--- src/rtl/fetch_pkg.sv ---
// Shared types for the instruction fetch stage: FSM states, held-instruction record, reset PC.
package fetch_pkg;

    localparam logic [31:0] DEFAULT_RESET_PC = 32'h0000_0000;

    typedef enum logic [2:0] {
        ST_IDLE = 3'd0,
        ST_REQ  = 3'd1,
        ST_WAIT = 3'd2,
        ST_DROP = 3'd3,
        ST_HOLD = 3'd4
    } state_e;

    typedef struct packed {
        logic [31:0] inst;
        logic [31:0] pc;
        logic        misaligned;
    } inst_t;

    function automatic logic pc_aligned(input logic [31:0] pc);
        return pc[1:0] == 2'b00;
    endfunction

endpackage

--- src/rtl/fetch_if.sv ---
// Fetch stage bundle: imem request/response, execute redirect, decode handshake.
interface fetch_if;
    logic        imem_req_valid;
    logic        imem_req_ready;
    logic [31:0] imem_req_addr;
    logic        imem_resp_valid;
    logic [31:0] imem_resp_data;
    logic        redirect_valid;
    logic [31:0] redirect_pc;
    logic        inst_valid;
    logic        inst_ready;
    logic [31:0] inst;
    logic [31:0] inst_pc;
    logic        inst_misaligned;

    modport master (
        output imem_req_valid, imem_req_addr,
        input  imem_req_ready, imem_resp_valid, imem_resp_data,
        input  redirect_valid, redirect_pc,
        output inst_valid, inst, inst_pc, inst_misaligned,
        input  inst_ready
    );

    modport slave (
        input  imem_req_valid, imem_req_addr,
        output imem_req_ready, imem_resp_valid, imem_resp_data,
        output redirect_valid, redirect_pc,
        input  inst_valid, inst, inst_pc, inst_misaligned,
        output inst_ready
    );
endinterface

--- src/rtl/fetch.sv ---
// Single-outstanding instruction fetch: REQ -> WAIT -> HOLD, min 3 cycles per instruction.
// Decode backpressure holds the instruction in HOLD; redirects win over every other event.
module fetch
    import fetch_pkg::*;
#(
    parameter logic [31:0] RESET_PC = DEFAULT_RESET_PC
) (
    input  logic    clk,
    input  logic    rst,
    fetch_if.master io
);

    state_e      state_q, state_d;
    logic [31:0] pc_q, pc_d;
    inst_t       out_q, out_d;
    logic        vld_q, vld_d;

    logic aligned;
    logic req_fire;

    assign aligned  = pc_aligned(pc_q);
    assign req_fire = io.imem_req_valid & io.imem_req_ready;

    always_ff @(posedge clk or posedge rst) begin
        if (rst) begin
            state_q <= ST_IDLE;
            pc_q    <= RESET_PC;
            out_q   <= '0;
            vld_q   <= 1'b0;
        end else begin
            state_q <= state_d;
            pc_q    <= pc_d;
            out_q   <= out_d;
            vld_q   <= vld_d;
        end
    end

    always_comb begin
        state_d = state_q;
        pc_d    = pc_q;
        out_d   = out_q;
        vld_d   = vld_q;
        case (state_q)
            ST_IDLE: begin
                state_d = ST_REQ;
                if (io.redirect_valid) pc_d = io.redirect_pc;
            end
            ST_REQ: begin
                if (io.redirect_valid) begin
                    pc_d = io.redirect_pc;
                    // A request accepted this cycle is old-path; its response must be eaten.
                    state_d = req_fire ? ST_DROP : ST_REQ;
                end else if (!aligned) begin
                    out_d.inst       = '0;
                    out_d.pc         = pc_q;
                    out_d.misaligned = 1'b1;
                    vld_d            = 1'b1;
                    state_d          = ST_HOLD;
                end else if (req_fire) begin
                    state_d = ST_WAIT;
                end
            end
            ST_WAIT: begin
                if (io.redirect_valid) begin
                    pc_d    = io.redirect_pc;
                    state_d = io.imem_resp_valid ? ST_REQ : ST_DROP;
                end else if (io.imem_resp_valid) begin
                    out_d.inst       = io.imem_resp_data;
                    out_d.pc         = pc_q;
                    out_d.misaligned = 1'b0;
                    vld_d            = 1'b1;
                    pc_d             = pc_q + 32'd4;
                    state_d          = ST_HOLD;
                end
            end
            ST_DROP: begin
                if (io.redirect_valid)  pc_d    = io.redirect_pc;
                if (io.imem_resp_valid) state_d = ST_REQ;
            end
            ST_HOLD: begin
                // The held instruction is younger than the redirecting one, so it dies.
                if (io.redirect_valid) begin
                    vld_d   = 1'b0;
                    pc_d    = io.redirect_pc;
                    state_d = ST_REQ;
                end else if (io.inst_ready) begin
                    vld_d   = 1'b0;
                    state_d = ST_REQ;
                end
            end
            default: state_d = ST_IDLE;
        endcase
    end

    assign io.imem_req_valid  = (state_q == ST_REQ) && aligned;
    assign io.imem_req_addr   = pc_q;
    assign io.inst_valid      = vld_q;
    assign io.inst            = out_q.inst;
    assign io.inst_pc         = out_q.pc;
    assign io.inst_misaligned = out_q.misaligned;

endmodule

--- src/flat_wrapper.sv ---
// flat-port wrapper written by rule: the top's interface ports become plain ports
module fetch_flat import fetch_pkg::*;
#(
    parameter logic [31:0] RESET_PC = DEFAULT_RESET_PC
)
  (clk, rst, io_imem_req_valid, io_imem_req_addr, io_imem_req_ready, io_imem_resp_valid, io_imem_resp_data, io_redirect_valid, io_redirect_pc, io_inst_valid, io_inst, io_inst_pc, io_inst_misaligned, io_inst_ready);
  fetch_if io_i ();
  input  logic clk;
  input  logic rst;
  output wire logic [$bits(io_i.imem_req_valid)-1:0] io_imem_req_valid;
  output wire logic [$bits(io_i.imem_req_addr)-1:0] io_imem_req_addr;
  input wire logic [$bits(io_i.imem_req_ready)-1:0] io_imem_req_ready;
  input wire logic [$bits(io_i.imem_resp_valid)-1:0] io_imem_resp_valid;
  input wire logic [$bits(io_i.imem_resp_data)-1:0] io_imem_resp_data;
  input wire logic [$bits(io_i.redirect_valid)-1:0] io_redirect_valid;
  input wire logic [$bits(io_i.redirect_pc)-1:0] io_redirect_pc;
  output wire logic [$bits(io_i.inst_valid)-1:0] io_inst_valid;
  output wire logic [$bits(io_i.inst)-1:0] io_inst;
  output wire logic [$bits(io_i.inst_pc)-1:0] io_inst_pc;
  output wire logic [$bits(io_i.inst_misaligned)-1:0] io_inst_misaligned;
  input wire logic [$bits(io_i.inst_ready)-1:0] io_inst_ready;
  assign io_imem_req_valid = io_i.imem_req_valid;
  assign io_imem_req_addr = io_i.imem_req_addr;
  assign io_i.imem_req_ready = io_imem_req_ready;
  assign io_i.imem_resp_valid = io_imem_resp_valid;
  assign io_i.imem_resp_data = io_imem_resp_data;
  assign io_i.redirect_valid = io_redirect_valid;
  assign io_i.redirect_pc = io_redirect_pc;
  assign io_inst_valid = io_i.inst_valid;
  assign io_inst = io_i.inst;
  assign io_inst_pc = io_i.inst_pc;
  assign io_inst_misaligned = io_i.inst_misaligned;
  assign io_i.inst_ready = io_inst_ready;
  fetch #(.RESET_PC(RESET_PC)) u_core (.clk(clk), .rst(rst), .io(io_i));
endmodule
--- config.mk ---
export PLATFORM = sky130hd
export DESIGN_NAME = fetch_flat
export DESIGN_NICKNAME = d
export VERILOG_FILES = /design/src/rtl/fetch_pkg.sv /design/src/rtl/fetch_if.sv /design/src/rtl/fetch.sv /design/src/flat_wrapper.sv
export SDC_FILE = /design/constraint.sdc
export NUM_CORES = 1
export LEC_CHECK = 0
export ABC_AREA = 1
export CAP_MARGIN = 25
export CORE_ASPECT_RATIO = 1.1
export CORE_MARGIN = 5
export CORE_UTILIZATION = 50
export DETAILED_ROUTE_END_ITERATION = 7
export PLACE_DENSITY = 0.95
export SYNTH_ARGS = -nofsm -noshare
export SYNTH_HDL_FRONTEND = slang
export SYNTH_SLANG_ARGS = --single-unit
--- constraint.sdc ---
create_clock -name clk -period 8 [get_ports clk]
set_clock_uncertainty 0.2 [all_clocks]
set_input_delay 1.6 -clock clk [delete_from_list [all_inputs] [get_ports clk]]
set_output_delay 1.6 -clock clk [all_outputs]
set_load 0.005 [all_outputs]
Word level (Yosys, flattened, before mapping)
Index checks and enable logic that the tools add are counted.
- output and inout port bits: 99
- register bits after elaboration: 101
- muxes and demuxes: 27
- $add $sub $neg: 1
- equal/unequal tests: 13
- reductions and logical operators: 11
- bitwise logic cells: 1
- operators by type and width (operator ; count):
    2-to-1 mux 65 bit ; 4
    one-hot mux 65 bit (2 select lines) ; 1
    2-to-1 mux 32 bit ; 3
    one-hot mux 32 bit (2 select lines) ; 1
    adder 32 x 3 -> 32 bit, second input constant ; 1
    2-to-1 mux 3 bit ; 8
    one-hot mux 3 bit (5 select lines) ; 1
    inequality test 2 bit, second input constant ; 5
    == test 3 x 2 -> 1 bit, second input constant ; 2
    2-to-1 mux 1 bit ; 6
    inequality test 3 bit, second input constant ; 2
    AND reduction 6 bit ; 1
    AND reduction 5 bit ; 1
    2-to-1 mux 2 bit ; 2
    inequality test 4 bit, second input constant ; 1
    AND reduction 4 bit ; 1
    nonzero test 2 bit ; 2
    OR reduction 4 bit ; 1
    == test 3 x 1 -> 1 bit, second input constant ; 1
    == test 3 bit, second input constant ; 1
    zero test 3 bit ; 1
    one-hot mux 1 bit (3 select lines) ; 1
    AND reduction 3 bit ; 1
    nonzero test 3 bit ; 1
    4 further kinds ; 4

Logic depth before layout (Yosys ltp)
- depth after elaboration: 7
- depth in mapped cells: 10
- gate-level depth less buffers: 10

Worst setup path after synthesis
Ideal clock, no wire load.
- path type: input port to flip-flop
- start: input io_redirect_valid
- end: register u_core.pc_q[5] (netlist: u_core.io.imem_req_addr[5])
- stages: 7
- data required time: 7.670 ns
- library setup time: 0.130 ns
- arrival: 2.528 ns
- setup slack: 5.142 ns
- path through: inv_1 > nand3_1 > clkinv_1 > clkbuf_1 > nand3_1 > o211ai_1 > o21ai_0
- longest elaborated chain between the ends: 2
- elaborated cells on any way between the ends: 5
- those cells by class: eq/ne (2); mux (2); reduce/logical (1)
- RTL lines (what ; line ; source):
    from (decl) ; flat_wrapper.sv:15 ; input wire logic [$bits(io_i.redirect_valid)-1:0] io_redirect_valid;
    inequality test 3 bit (no source line) (tied with other cells) ; - ;
    AND reduction 3 bit (no source line) or one-hot mux 32 bit (2 select lines) (tied branches) ; - ;
    to (signal assigned) ; fetch.sv:32 ; pc_q <= pc_d;
    to (decl) ; fetch.sv:14 ; logic [31:0] pc_q, pc_d;
Parallel ways exist; a longest one is shown, timed or not.
A chain may end at the register's enable or synchronous reset.

Worst setup path in the final report
- start: input io_redirect_valid
- end: register u_core.pc_q[13] (netlist: u_core.io.imem_req_addr[13])
The elaborated chain is that of the path after synthesis.

==> impl_metrics.py <==
metrics = {
    "die": {
        "io_pins": 169,
        "rows": 39,
        "initial_core_util_pct": 50.8,
        "core-area_sq_mm": 0.0103,
        "fp.dieH_um": 118,
        "die_w_um": 108,
        "die-area_sq_mm": 0.0127,
    },
    "timing": {
        "drv_slew": 0,
        "tns_ns": 0,
        "finalHoldViolCount": 0,
        "setup_ws_ns": 4.09,
        "rsz0062_at_grt": "false",
        "period_needed_ns": 3.91,
        "finalSetupViolCount": 0,
        "timing.hold.ws_ns": 0.278,
        "max_slew_margin_pct": 42.0,
        "fmax_ghz": 0.256,
        "worst_pin_slew_ns": 0.871,
        "post-route-period-util_pct": 48.8,
    },
    "critical_path": {
        "critPathMaxFanout": 30,
        "worstSetupPathType": "in2reg",
        "start_kind": "input port",
        "cp_cell_sequence": "clkdlybuf4s50_1 > inv_1 > nand3_1 > clkinv_1 > buf_16 > nor2_1 > nor2_1 > nand2_1 > o21ai_0",
        "required_ns": 8.01,
        "crit_slowest_cell": "clkinv_1",
        "cp.arrival_ns": 3.91,
        "cpPeakStageDelay_ns": 0.55,
        "critPathLaunch": "io_redirect_valid",
        "crit_path_end_kind": "flop",
        "r2r-start": "u_core.state_q[0]$_DFFE_PP0P_",
        "path_common_cell": "nor2_1",
    },
    "final_layout": {
        "fin_area_sq_mm": 0.00719,
        "areaGrowthSynthToFinish_pct": 36.7,
        "postLayoutCoreUtil_pct": 69.5,
        "drive_gt1_share_pct": 4.10,
        "num_antenna_cells": 0,
        "nets": 920,
    },
    "clock_network": {
        "cts.sinks": 101,
        "cts_setup_buffers": 0,
        "insertion_delay_ns": 0.34,
        "clock-root-buffer": "clkbuf_16",
        "cts_resized": 0,
        "ctsHoldBuffers": 0,
        "cts.path.max_buffers": 2,
        "path_clk_slew_ns": 0.07,
        "htree_levels": 3,
        "cts_tree": "yes",
        "numCtsBuffers": 9,
    },
    "yosys": {
        "synth_top_area_share_pct": 48.1,
        "ys_ff_latch": 101,
        "syn_nets": 792,
        "synthesis.area_sq_mm": 0.00526,
        "synthesis.instances": 721,
        "yosys_warnings": 0,
        "synthArstFlopShare_pct": 100,
        "ys_top_cells_by_area": "dfrtp_1 48%, nand2_1 20%, nor2_1 6.7%",
        "synth_cell_types": 26,
        "syn_avg_cell_area_sq_um": 7.29,
        "yosysSeqAreaShare_pct": 48.1,
        "synth_top_cell_by_area": "dfrtp_1",
        "synth_edf_count": 0,
        "synth_ff_type": "dfrtp_1",
    },
    "drt": {
        "wl_mm": 15.3,
        "viasPerCell": 5.20,
        "wl_per_cell_um": 15.4,
        "vias": 5187,
        "drtPass1Iterations": 6,
        "initialDrtViolationCount": 403,
        "route.detailed.drc": 0,
        "antenna_left": 0,
    },
    "global_routing": {
        "grtUsageTotal_pct": 24.4,
        "grt_pass1_wl_mm": 24.8,
        "antenna_found_initial": 0,
        "gr-total-overflow": 0,
        "first_global_vias": 5003,
        "grt_max_degree": 100,
    },
    "min_path": {
        "min_path_type": "reg2reg",
        "hp-start": "u_core.io.inst_valid$_DFFE_PP0P_",
    },
    "placement": {
        "port_buffers": 168,
        "pre_cts_slack_ns": 3.40,
        "gp_congestion": 0.965,
        "dp_hpwl_mm": 11.1,
        "dpl_cell_area_sq_mm": 0.00681,
    },
    "run": {
        "drv_cap": 0,
    },
    "power_and_ir_drop": {
        "power_density_mw_per_mm2": 351,
        "leakage_nw": 3.35,
        "ir_worst_vdd_v": 0.000194,
    },
    "run_status": {
        "outcome": "finished clean",
    },
}
[flip-flops by register name (all words and copies together) (netlist names)]
name / flops
u_core.io.inst_pc: 32
u_core.io.inst_misaligned: 1
u_core.state_q: 3
u_core.io.inst_valid: 1
u_core.io.inst: 32
u_core.io.imem_req_addr: 32
[metrics by stage]
step | power, mW | std cells
after detailed placement | 2.00 | 980
after floorplan | 1.50 | 721
after global placement | 1.96 | 979
after CTS | 2.52 | 996
after global routing | 2.71 | 997
final | 2.52 | 997
[metal layers]
metal	vias to the layer above	wire (um)	track usage (%)	share of wire, %
met5	-	0	0	0
met4	0	728	13.4	4.7
met3	51	1100	3.78	7.2
met2	249	7050	38.1	46
met1	2403	6460	32.2	42
li1	2484	-	-	-
[cell usage in the layout (no fill, tap or decap)]
cell type,instances
nand2_1,276
clkdlybuf4s50_1,168
dfrtp_1,101
nor2_1,94
o21ai_0,59
inv_1,46
nand3_1,39
a21oi_1,10
clkbuf_16,9
nor2_2,5
nand4_1,5
and2_1,5
inv_2,4
o211ai_1,4
xor2_1,4
bufinv_16,3
buf_4,3
o21ai_1,2
nor3_1,2
buf_16,2
clkinv_1,1
or2_2,1
nand2_2,1
nand3_4,1
nor2_4,1
inv_4,1
a31oi_1,1
o22ai_1,1
ha_1,1
clkinv_2,1
clkinv_4,1
inv_8,1
clkinvlp_4,1
[cells in the mapped netlist (2+ instances only)]
cell type	n
dfrtp_1	101
o21ai_0	59
nor2_1	94
inv_2	4
o211ai_1	4
and2_1	5
o21ai_1	2
nand3_1	39
xor2_1	4
inv_1	47
a21oi_1	10
nor3_1	2
buf_4	37
buf_2	9
nand4_1	5
clkbuf_1	10
nand2_1	276
nor2_2	5
[worst max-delay path: cells and delay by family]
kind / cells / cell delay (ns)
and+or+nand+nor: 4 / 0.65
buffers and inverters: 4 / 1.58
AOI/OAI and AO/OA: 1 / 0.08
[cell type report]
class,instances,area (sq um)
sequential,101,2530
clock buffer,9,225
inverter,52,198
clock inverter,7,123
multi-input combinational,512,2170
tap,143,179
fill,786,3160
timing repair buffer,173,1760
[power breakdown]
group	total, mW	internal (mW)	switching [mW]
Combinational	1.13	0.554	0.573
Sequential	0.894	0.710	0.184
Clock	0.503	0.308	0.195
[path summary, 6_finish.rpt]
path                                                           end  slack [ns]  cells after the start
max in group asynchronous        u_core.io.inst_pc[27]$_DFFE_PP0P_        4.96                      3
min in group asynchronous            u_core.io.inst[4]$_DFFE_PP0P_        1.42                      2
setup reg to reg           u_core.io.imem_req_addr[13]$_DFFE_PP0P_        5.28                      9
setup / recovery           u_core.io.imem_req_addr[13]$_DFFE_PP0P_        4.09                      9
hold reg to reg                   u_core.io.inst_valid$_DFFE_PP0P_        0.28                      2
hold / removal                    u_core.io.inst_valid$_DFFE_PP0P_        0.28                      2
[kinds of logic after synthesis]
group	Yosys count	synth area share (%)
buffers and inverters	108	10.6
adders and majority gates	1	0.238
AOI/OAI and AO/OA	77	7.57
DFF	101	48.1
xor gates and xnor gates	4	0.666
and+or+nand+nor	430	32.9
(Power assumes the default switching activity.)
